**config.mk**
```make
export PLATFORM = sky130hd
export DESIGN_NAME = uart_tx_arbiter
export DESIGN_NICKNAME = d
export VERILOG_FILES = /design/src/rtl/uart_tx_arbiter.sv
export SDC_FILE = /design/constraint.sdc
export NUM_CORES = 1
export LEC_CHECK = 0
export ABC_AREA = 1
export ABC_CLOCK_PERIOD_IN_PS = 3800
export CORE_ASPECT_RATIO = 0.9
export CORE_UTILIZATION = 39
export CTS_BUF_LIST = sky130_fd_sc_hd__clkbuf_16
export DETAILED_ROUTE_END_ITERATION = 10
export GPL_ROUTABILITY_DRIVEN = 0
export PLACE_DENSITY = 0.65
export SLEW_MARGIN = 20
export SYNTH_ARGS = -nofsm -noshare
export SYNTH_HDL_FRONTEND = slang
export SYNTH_SLANG_ARGS = --single-unit
```
**constraint.sdc**
```tcl
create_clock -name i_clock -period 3.8 [get_ports i_clock]
set_input_delay 0.76 -clock i_clock [delete_from_list [all_inputs] [get_ports i_clock]]
set_output_delay 0.76 -clock i_clock [all_outputs]
set_load 0.1 [all_outputs]
```
**src/rtl/uart_tx_arbiter.sv**
```systemverilog
// uart_tx_arbiter: merges N_CH byte producers into one UART transmit stream.
// Each channel owns a small FIFO. A round-robin scan starting after the last
// granted channel picks the next byte, which is held on o_tx_bits until the
// UART pulses i_tx_ready or the watchdog gives up on it.
//
// state  | meaning
// IDLE   | nothing in flight, o_tx_bits = IDLE_BYTE, scanning for a winner
// WAIT   | one byte presented on o_tx_bits, waiting for i_tx_ready
module uart_tx_arbiter #(
  parameter int          N_CH      = 4,
  parameter int          DEPTH     = 4,
  parameter int          TIMEOUT   = 1024,
  parameter logic [7:0]  IDLE_BYTE = 8'h00
) (
  input  logic                    i_clock,
  input  logic                    i_reset,
  input  logic [N_CH-1:0]         i_ch_valid,
  input  logic [8*N_CH-1:0]       i_ch_data,
  input  logic [N_CH-1:0]         i_ch_enable,
  input  logic                    i_tx_ready,
  input  logic                    i_clear_err,
  output logic [7:0]              o_tx_bits,
  output logic                    o_busy,
  output logic [7:0]              o_last_sent,
  output logic [$clog2(N_CH)-1:0] o_last_ch,
  output logic [N_CH-1:0]         o_overflow,
  output logic                    o_timeout_err
);

  localparam int CW = $clog2(N_CH);
  localparam int AW = $clog2(DEPTH);
  localparam int NW = AW + 1;
  localparam int WW = $clog2(TIMEOUT) + 1;

  typedef enum logic {S_IDLE, S_WAIT} state_t;

  state_t        r_state;
  state_t        w_state_nxt;

  logic [7:0]    r_mem    [N_CH][DEPTH];
  logic [AW-1:0] r_wr_ptr [N_CH];
  logic [AW-1:0] r_rd_ptr [N_CH];
  logic [NW-1:0] r_count  [N_CH];

  logic [CW-1:0] r_rr;
  logic [CW-1:0] r_grant;
  logic [WW-1:0] r_wd;
  logic [7:0]    r_tx_bits;
  logic [7:0]    r_last_sent;
  logic [CW-1:0] r_last_ch;
  logic [N_CH-1:0] r_overflow;
  logic          r_timeout_err;

  logic          w_found;
  logic [CW-1:0] w_win;
  logic          w_take;
  logic          w_done;
  logic          w_expire;
  logic [7:0]    w_head;
  logic [N_CH-1:0] w_push;
  logic [N_CH-1:0] w_pop;
  logic [N_CH-1:0] w_accept;
  logic [N_CH-1:0] w_drop;

  // Round-robin scan: descending loop so the nearest channel after r_rr wins.
  always_comb begin
    logic [CW-1:0] idx;
    idx     = '0;
    w_found = 1'b0;
    w_win   = '0;
    for (int k = N_CH; k >= 1; k--) begin
      idx = CW'((int'(r_rr) + k) % N_CH);
      if ((r_count[idx] != '0) && i_ch_enable[idx]) begin
        w_found = 1'b1;
        w_win   = idx;
      end
    end
  end

  assign w_take   = (r_state == S_IDLE) && w_found;
  assign w_done   = (r_state == S_WAIT) && i_tx_ready;
  assign w_expire = (r_state == S_WAIT) && !i_tx_ready && (r_wd == WW'(TIMEOUT - 1));
  assign w_head   = r_mem[w_win][r_rd_ptr[w_win]];

  // Per-channel push/pop decisions; a full FIFO still accepts when it is popped the same cycle.
  always_comb begin
    for (int i = 0; i < N_CH; i++) begin
      w_push[i]   = i_ch_valid[i] && i_ch_enable[i];
      w_pop[i]    = w_take && (w_win == CW'(i));
      w_accept[i] = w_push[i] && ((r_count[i] != NW'(DEPTH)) || w_pop[i]);
      w_drop[i]   = w_push[i] && !w_accept[i];
    end
  end

  // FIFO storage; contents need no reset because count/pointers gate every read.
  always_ff @(posedge i_clock) begin
    for (int i = 0; i < N_CH; i++) begin
      if (w_accept[i]) begin
        r_mem[i][r_wr_ptr[i]] <= i_ch_data[8*i +: 8];
      end
    end
  end

  // FIFO pointers and occupancy; pointers wrap naturally at DEPTH.
  always_ff @(posedge i_clock or posedge i_reset) begin
    if (i_reset) begin
      for (int i = 0; i < N_CH; i++) begin
        r_wr_ptr[i] <= '0;
        r_rd_ptr[i] <= '0;
        r_count[i]  <= '0;
      end
    end else begin
      for (int i = 0; i < N_CH; i++) begin
        if (w_accept[i]) r_wr_ptr[i] <= r_wr_ptr[i] + 1'b1;
        if (w_pop[i])    r_rd_ptr[i] <= r_rd_ptr[i] + 1'b1;
        r_count[i] <= r_count[i] + NW'(w_accept[i]) - NW'(w_pop[i]);
      end
    end
  end

  // State register.
  always_ff @(posedge i_clock or posedge i_reset) begin
    if (i_reset) r_state <= S_IDLE;
    else         r_state <= w_state_nxt;
  end

  // Next-state logic: grant from IDLE, leave WAIT on completion or watchdog expiry.
  always_comb begin
    w_state_nxt = r_state;
    case (r_state)
      S_IDLE:  if (w_take) w_state_nxt = S_WAIT;
      S_WAIT:  if (w_done || w_expire) w_state_nxt = S_IDLE;
      default: w_state_nxt = S_IDLE;
    endcase
  end

  // Output decode from state.
  always_comb begin
    o_busy = (r_state == S_WAIT);
  end

  // Datapath: presented byte, rr pointer, watchdog, completion record, sticky flags (set beats clear).
  always_ff @(posedge i_clock or posedge i_reset) begin
    if (i_reset) begin
      r_tx_bits     <= IDLE_BYTE;
      r_rr          <= '0;
      r_grant       <= '0;
      r_wd          <= '0;
      r_last_sent   <= 8'h00;
      r_last_ch     <= '0;
      r_overflow    <= '0;
      r_timeout_err <= 1'b0;
    end else begin
      if (w_take) begin
        r_tx_bits <= w_head;
        r_grant   <= w_win;
        r_rr      <= w_win;
        r_wd      <= '0;
      end else if (w_done || w_expire) begin
        r_tx_bits <= IDLE_BYTE;
        if (w_done) begin
          r_last_sent <= r_tx_bits;
          r_last_ch   <= r_grant;
        end
      end else if (r_state == S_WAIT) begin
        r_wd <= r_wd + 1'b1;
      end
      r_overflow    <= (i_clear_err ? '0 : r_overflow) | w_drop;
      r_timeout_err <= (i_clear_err ? 1'b0 : r_timeout_err) | w_expire;
    end
  end

  assign o_tx_bits     = r_tx_bits;
  assign o_last_sent   = r_last_sent;
  assign o_last_ch     = r_last_ch;
  assign o_overflow    = r_overflow;
  assign o_timeout_err = r_timeout_err;

endmodule

```
# == After elaboration in Yosys (flattened, before gate mapping) ==
# Memories as Yosys holds them, arrays and structs flattened.
# Cells that the tools add are included.
# totals
regBits,65
mem_bits_rw,128
in_bits,44
out_inout_bits,24
elab_cells,190
n_memories,1
# memory_table
memory,words,word_bits,rd,rd_ports_with_merged_regs,wr,line_no,source
r_mem,4,32,1,0,4,40,logic [7:0] r_mem [N_CH][DEPTH];
# op_classes
addsub,21
order_cmp,18
n_eq_ne,9
n_mux,60
bitwise,14
n_reduce_logical,47
# ops
op,n
32-bit two-way mux,4
8-bit demux with 2-bit select,4
8-bit two-way mux,8
11-bit two-way mux,3
3-bit greater-or-equal comparator (second input constant),10
2-bit NOT with 3-bit output,10
1-bit logical AND,28
3-bit binary-select mux with 2-bit select,4
3-bit two-way mux,8
2-bit by 1-bit adder with 2-bit output (second input constant),10
8-bit binary-select mux with 2-bit select,1
1-bit two-way mux,15
3-bit by 1-bit adder with 3-bit output,4
2-bit by 3-bit < comparator with 1-bit output (second input constant),4
3-bit by 1-bit < comparator with 1-bit output (second input constant),4
2-bit two-way mux,6
3-bit != test (second input constant),4
3-bit nonzero test,4
3-bit by 1-bit subtractor with 3-bit output,4
11-bit by 1-bit adder with 11-bit output (second input constant),1
11-bit by 10-bit == test with 1-bit output (second input constant),1
1-bit binary-select mux with 2-bit select,4
1-bit zero test,5
1-bit logical OR,5
14 further kinds,18

# == Logic depth before layout (Yosys ltp) ==
# logic_depth
depth_word,20
ltp_mapped,22
mapped_depth_nobuf,22

# == Worst setup path before layout ==
# Ideal clock, no wire load.
# synth_timing
kind,input port to flip-flop
startpoint,input port i_ch_enable[0]
endpoint,register r_count[2] (netlist bit)
setup_ps,123
arrival_ps,2925
slack_ps,753
stages,19
n_path_buf,1
path_cell_list,nand2_1 > nand2_1 > nand3_1 > nand2_1 > inv_2 > nand2_2 > nand2_4 > nand2_4 > buf_12 > nor2_1 > nand2_2 > nand4_2 > nand3_4 > ha_1 > inv_1 > ha_1 > inv_1 > fa_1 > xnor2_1
# synth_between
elab_chain_cells,13
word_cells_on_any_way,27
cone_classes,add/sub: 2; eq/ne: 1; mux: 16; reduce/logical: 8
# synth_rtl
item,line_no,source
from (decl),19,"input logic [N_CH-1:0] i_ch_enable,"
1-bit binary-select mux with 2-bit select,73,if ((r_count[idx] != '0) && i_ch_enable[idx]) begin
1-bit two-way mux (implied by the code),73,
1-bit logical AND,73,
2-bit two-way mux / 1-bit two-way mux (equally long branches) (4 in a row),73,
2-bit == test / 1-bit logical AND (equally long branches),"89, 80",
1-bit logical AND (*),89,w_pop[i] = w_take && (w_win == CW'(i));
1-bit logical OR,90,w_accept[i] = w_push[i] && ((r_count[i] != NW'(DEPTH)) || w_pop[i]);
1-bit logical AND,90,
3-bit by 1-bit adder with 3-bit output,116,r_count[i] <= r_count[i] + NW'(w_accept[i]) - NW'(w_pop[i]);
3-bit by 1-bit subtractor with 3-bit output (*),116,
"to (signal, indexed assignment)",116,
to (decl),43,logic [NW-1:0] r_count [N_CH];
# Mark *: on every way between the ends. The rest lies on a longest branch, timed or not. The select of a mux whose other input is x is not followed.
# A chain may end at the register's enable or synchronous reset.

# == Worst setup path after layout ==
# layout_timing
startpoint,input port i_ch_enable[3]
endpoint,register r_count[2] (netlist bit)
# layout_between
elab_chain_cells,13
word_cells_on_any_way,28
cone_classes,add/sub: 2; eq/ne: 1; mux: 16; reduce/logical: 9
# layout_rtl
item,line_no
1-bit binary-select mux with 2-bit select,73
1-bit two-way mux (implied by the code),73
1-bit logical AND,73
2-bit two-way mux / 1-bit two-way mux (equally long branches) (4 in a row),73
2-bit == test / 1-bit logical AND (equally long branches),"89, 80"
1-bit logical AND,89
1-bit logical OR,90
1-bit logical AND,90
3-bit by 1-bit adder with 3-bit output,116
3-bit by 1-bit subtractor with 3-bit output (*),116
# Marked as above.

==> results by stage <==
Hold path:
- The worst hold path begins at r_rd_ptr[3]$_DFFE_PP0P_.
- The path class of the tightest hold or removal check is reg2reg.

Worst setup path:
- The critical path crosses 18 cells after its start point.
- For the worst flop-to-flop path, the logic depth is 18.
- The number of buffers and inverters on the critical path is 3.
- The startpoint kind of the worst setup timing path is a primary input.
- The peak per-stage delay on the critical path is 550 ps.
- The most repeated library cell on the critical path is nand2_1.
- The endpoint of the lowest-slack register-to-register path is r_count[2]$_DFF_PP0_.
- STA puts the critical path data required time at 4130 ps.
- Data arrives at the worst endpoint at 3570 ps.
- The largest individual stage delay along the critical path comes from the cell clkdlybuf4s50_1.
- The element type at the critical path end is a flip-flop.
- The critical path launch point is i_ch_enable[3].
- On the critical path the largest part of the delay comes from simple AND/OR/NAND/NOR gates.
- The biggest fanout along the worst timing path is 8.
- The reg-to-reg startpoint is r_grant[0]$_DFFE_PP0P_.
- Walking the worst path, the cells encountered are clkdlybuf4s50_1 > nand3_1 > nand2_1 > nand3_1 > nand2_1 > o21ai_1 > nand2_1 > nand2_2 > nor2_1 > nand2_2 > nand4_2 > nand3_4 > ha_1 > inv_1 > ha_1 > inv_1 > fa_1 > xnor2_1.
- The worst register-to-register path has a setup slack of 750 ps.
- The critical setup path kind is in2reg.
- The termination of the worst setup path is r_count[2]$_DFF_PP0_.

GRT:
- The number of antenna violations at the first check in global routing is 0.
- Entering global routing, the biggest net connects 85 pins.
- The all-layer global routing usage is 18.0%.
- The total overflow left after global routing is 0.
- The via count of the first global-routing pass was 6313.
- The first-pass GRT wire length is 33100 um.

Clock tree:
- The number of setup buffers added after CTS is 0.
- At the later pin of the worst-skew pair, clock insertion delay measures 440 ps.
- The clock drives 193 sinks.
- The total clock buffers created by CTS is 17.
- The CTS tree is built.
- The depth of the CTS H-tree is 4.
- After clock tree synthesis, the flow added hold-fix buffers numbering 0.
- The root buffer cell is clkbuf_16.
- The CTS clock-pin slew for the worst setup and hold paths is 70 ps.
- The number of buffers on the longest clock path is 2.
- In this run, post-CTS repair resized a total of 0 instances.

Timing:
- The largest clock skew in the final design is 8.98 ps.
- Setup violations remaining at the end of the flow were counted as 0.
- The final worst-path setup slack is 553 ps.
- The final worst hold slack is 470 ps.
- Setup repair after global routing left no endpoint under its margin.
- The minimum clock period is 3250 ps.
- The share of the clock period used by the worst path is 85.4%.
- The final-report max-slew violation count is 0.
- At the pin with the least slew margin, the transition time is 985 ps.
- Derived from the worst setup path, the maximum achievable clock frequency is 308 MHz.
- The number of hold violations in the final report is 0.
- In this run the tightest slew margin relative to its limit is 34.1%.
- Summed over all failing endpoints, the final setup total negative slack is 0 ps.

Logic synthesis:
- Sorting the synthesized cells by area gives the leading types as edfxtp_1, dfrtp_1, nand2_1, inv_1, nand3b_1.
- The area fraction of the dominant cell type after synthesis is 41.0%.
- The cell taking the most area after synthesis is edfxtp_1.
- The synthesized design contains 128 enable-type register cells.
- Yosys mapped the design onto 38 distinct sky130hd cell types.
- The synthesized cell area is 9370 sq um.
- The fraction of registers with async set or reset after synthesis is 33.7%.
- The sequential area share after synthesis is 58.4%.
- For this run, the leading register cell type out of synthesis is edfxtp_1.
- For this run, the number of Yosys warnings is 0.
- The mean cell area of the mapped netlist is 9.89 sq um.
- Synthesis produced 947 cells.
- In this run, synthesis produced a sequential element count of 193.
- Counting every net in the synthesized netlist gives 1020.

Detailed routing:
- The detailed-routing iteration count for the pre-antenna-repair pass is 8.
- Dividing the detail-routed wire length by the instance count gives 15.4 um.
- The via density per instance is 4.76.
- The count of nets left with antenna violations once routing finished came out at 0.
- The routed wire length is 20700 um.
- The number of DRC violations after detailed-routing iteration 0 is 489.
- The total via count in the routed design is 6400.
- For this run, design rule violations remaining after detail routing come to 6.

Finish:
- The library cell used most frequently in the layout, excluding fill and tap cells, is nand2_1.
- After the last flow step, the layout net total stands at 1102.
- The number of diodes is 0.
- The final instance area is 11000 sq um.
- The area growth from synthesis to layout is 17.1%.
- The top cell types in the final layout, fill and taps aside, are nand2_1, inv_1, edfxtp_1, clkdlybuf4s50_1, dfrtp_1.
- The post-route netlist has 9.50% of its cells at a drive strength greater than 1.

Floorplanning:
- The floorplan step set the die height to 149 um.
- In this run the count of I/O pins placed on the die edge is 68.
- The placement row count is 53.
- The floorplan die width is 165 um.
- The area of the core is 23500 sq um.
- The floorplan die area is 24600 sq um.
- For this configuration, the core starts out at a cell density of 39.9%.

Placement:
- The instance area after placement is 10400 sq um.
- OpenSTA, run right after detailed placement, puts the worst setup slack at 139 ps.
- The detailed-placement wirelength estimate is 14800 um.
- During placement, the flow inserted port buffers numbering 67.

Status:
- The flow ran to the end, but the final reports show violations.
- The checks that failed: design-rule violations.

Job:
- The tool flagged a number of max-cap violations equal to 0.
per-stage QoR:
step | std cells | util (%)
finish | 1344 | 46.8
global route | 1344 | 46.8
floorplan | 947 | -
detailed placement | 1312 | 44.3
global placement | 1312 | 44.3
CTS | 1344 | 46.8
logic make-up (layout without fill, tap and decap cells):
group / after synthesis / after routing / synth area share (%)
flip-flops: 193 / 193 / 58.4
buffers and inverters: 199 / 294 / 9.15
adder cells (fa/ha/maj): 29 / 29 / 4.19
AO/OA/AOI/OAI: 47 / 47 / 2.62
XOR/XNOR: 19 / 19 / 1.86
AND/OR/NAND/NOR: 452 / 452 / 22.8
multiplexers: 8 / 8 / 0.962
state kept, by name, indices dropped and copies added (netlist names):
register,count
o_busy,1
o_last_ch,2
o_last_sent,8
o_overflow,4
o_timeout_err,1
o_tx_bits,8
r_count,12
r_grant,2
r_mem,128
r_rd_ptr,8
r_wd,11
r_wr_ptr,8
worst min-delay path by stage:
stage / end / depth (start not counted)
after global placement: r_rd_ptr[7]$_DFFE_PP0P_ / 1
after detailed placement: r_rd_ptr[3]$_DFFE_PP0P_ / 1
after CTS: r_rd_ptr[5]$_DFFE_PP0P_ / 1
after global routing: r_rd_ptr[3]$_DFFE_PP0P_ / 1
after floorplan: r_rd_ptr[3]$_DFFE_PP0P_ / 1
final: r_rd_ptr[3]$_DFFE_PP0P_ / 1
Yosys cell counts, drive strengths merged, types with 4 or more instances:
cell    instances
a21oi           9
buf            26
clkbuf          4
dfrtp          65
edfxtp        128
fa              4
ha             25
inv           169
mux2            8
nand2         288
nand3          61
nand3b         43
nand4          13
nor2           38
nor3            6
o21ai          32
o22ai           4
xnor2           8
xor2           11
metal layers:
layer / vias up / track usage (%) / routed length [um]
li1: 3188 / - / -
met1: 3033 / 24.6 / 9720
met2: 160 / 29.3 / 9690
met3: 19 / 3.56 / 1050
met4: 0 / 4.68 / 229
met5: - / 0 / 0
area by class of cell:
| type | instances | area (sq um) |
|---|---|---|
| fill | 2207 | 12500 |
| sequential | 193 | 5470 |
| clock inverter | 15 | 145 |
| multi-input combinational | 555 | 3040 |
| timing repair buffer | 93 | 878 |
| inverter | 169 | 637 |
| tap | 302 | 378 |
| clock buffer | 17 | 425 |
Power is not shown: default switching activity piles up to over one toggle a cycle in this logic, so the estimate is an artifact.
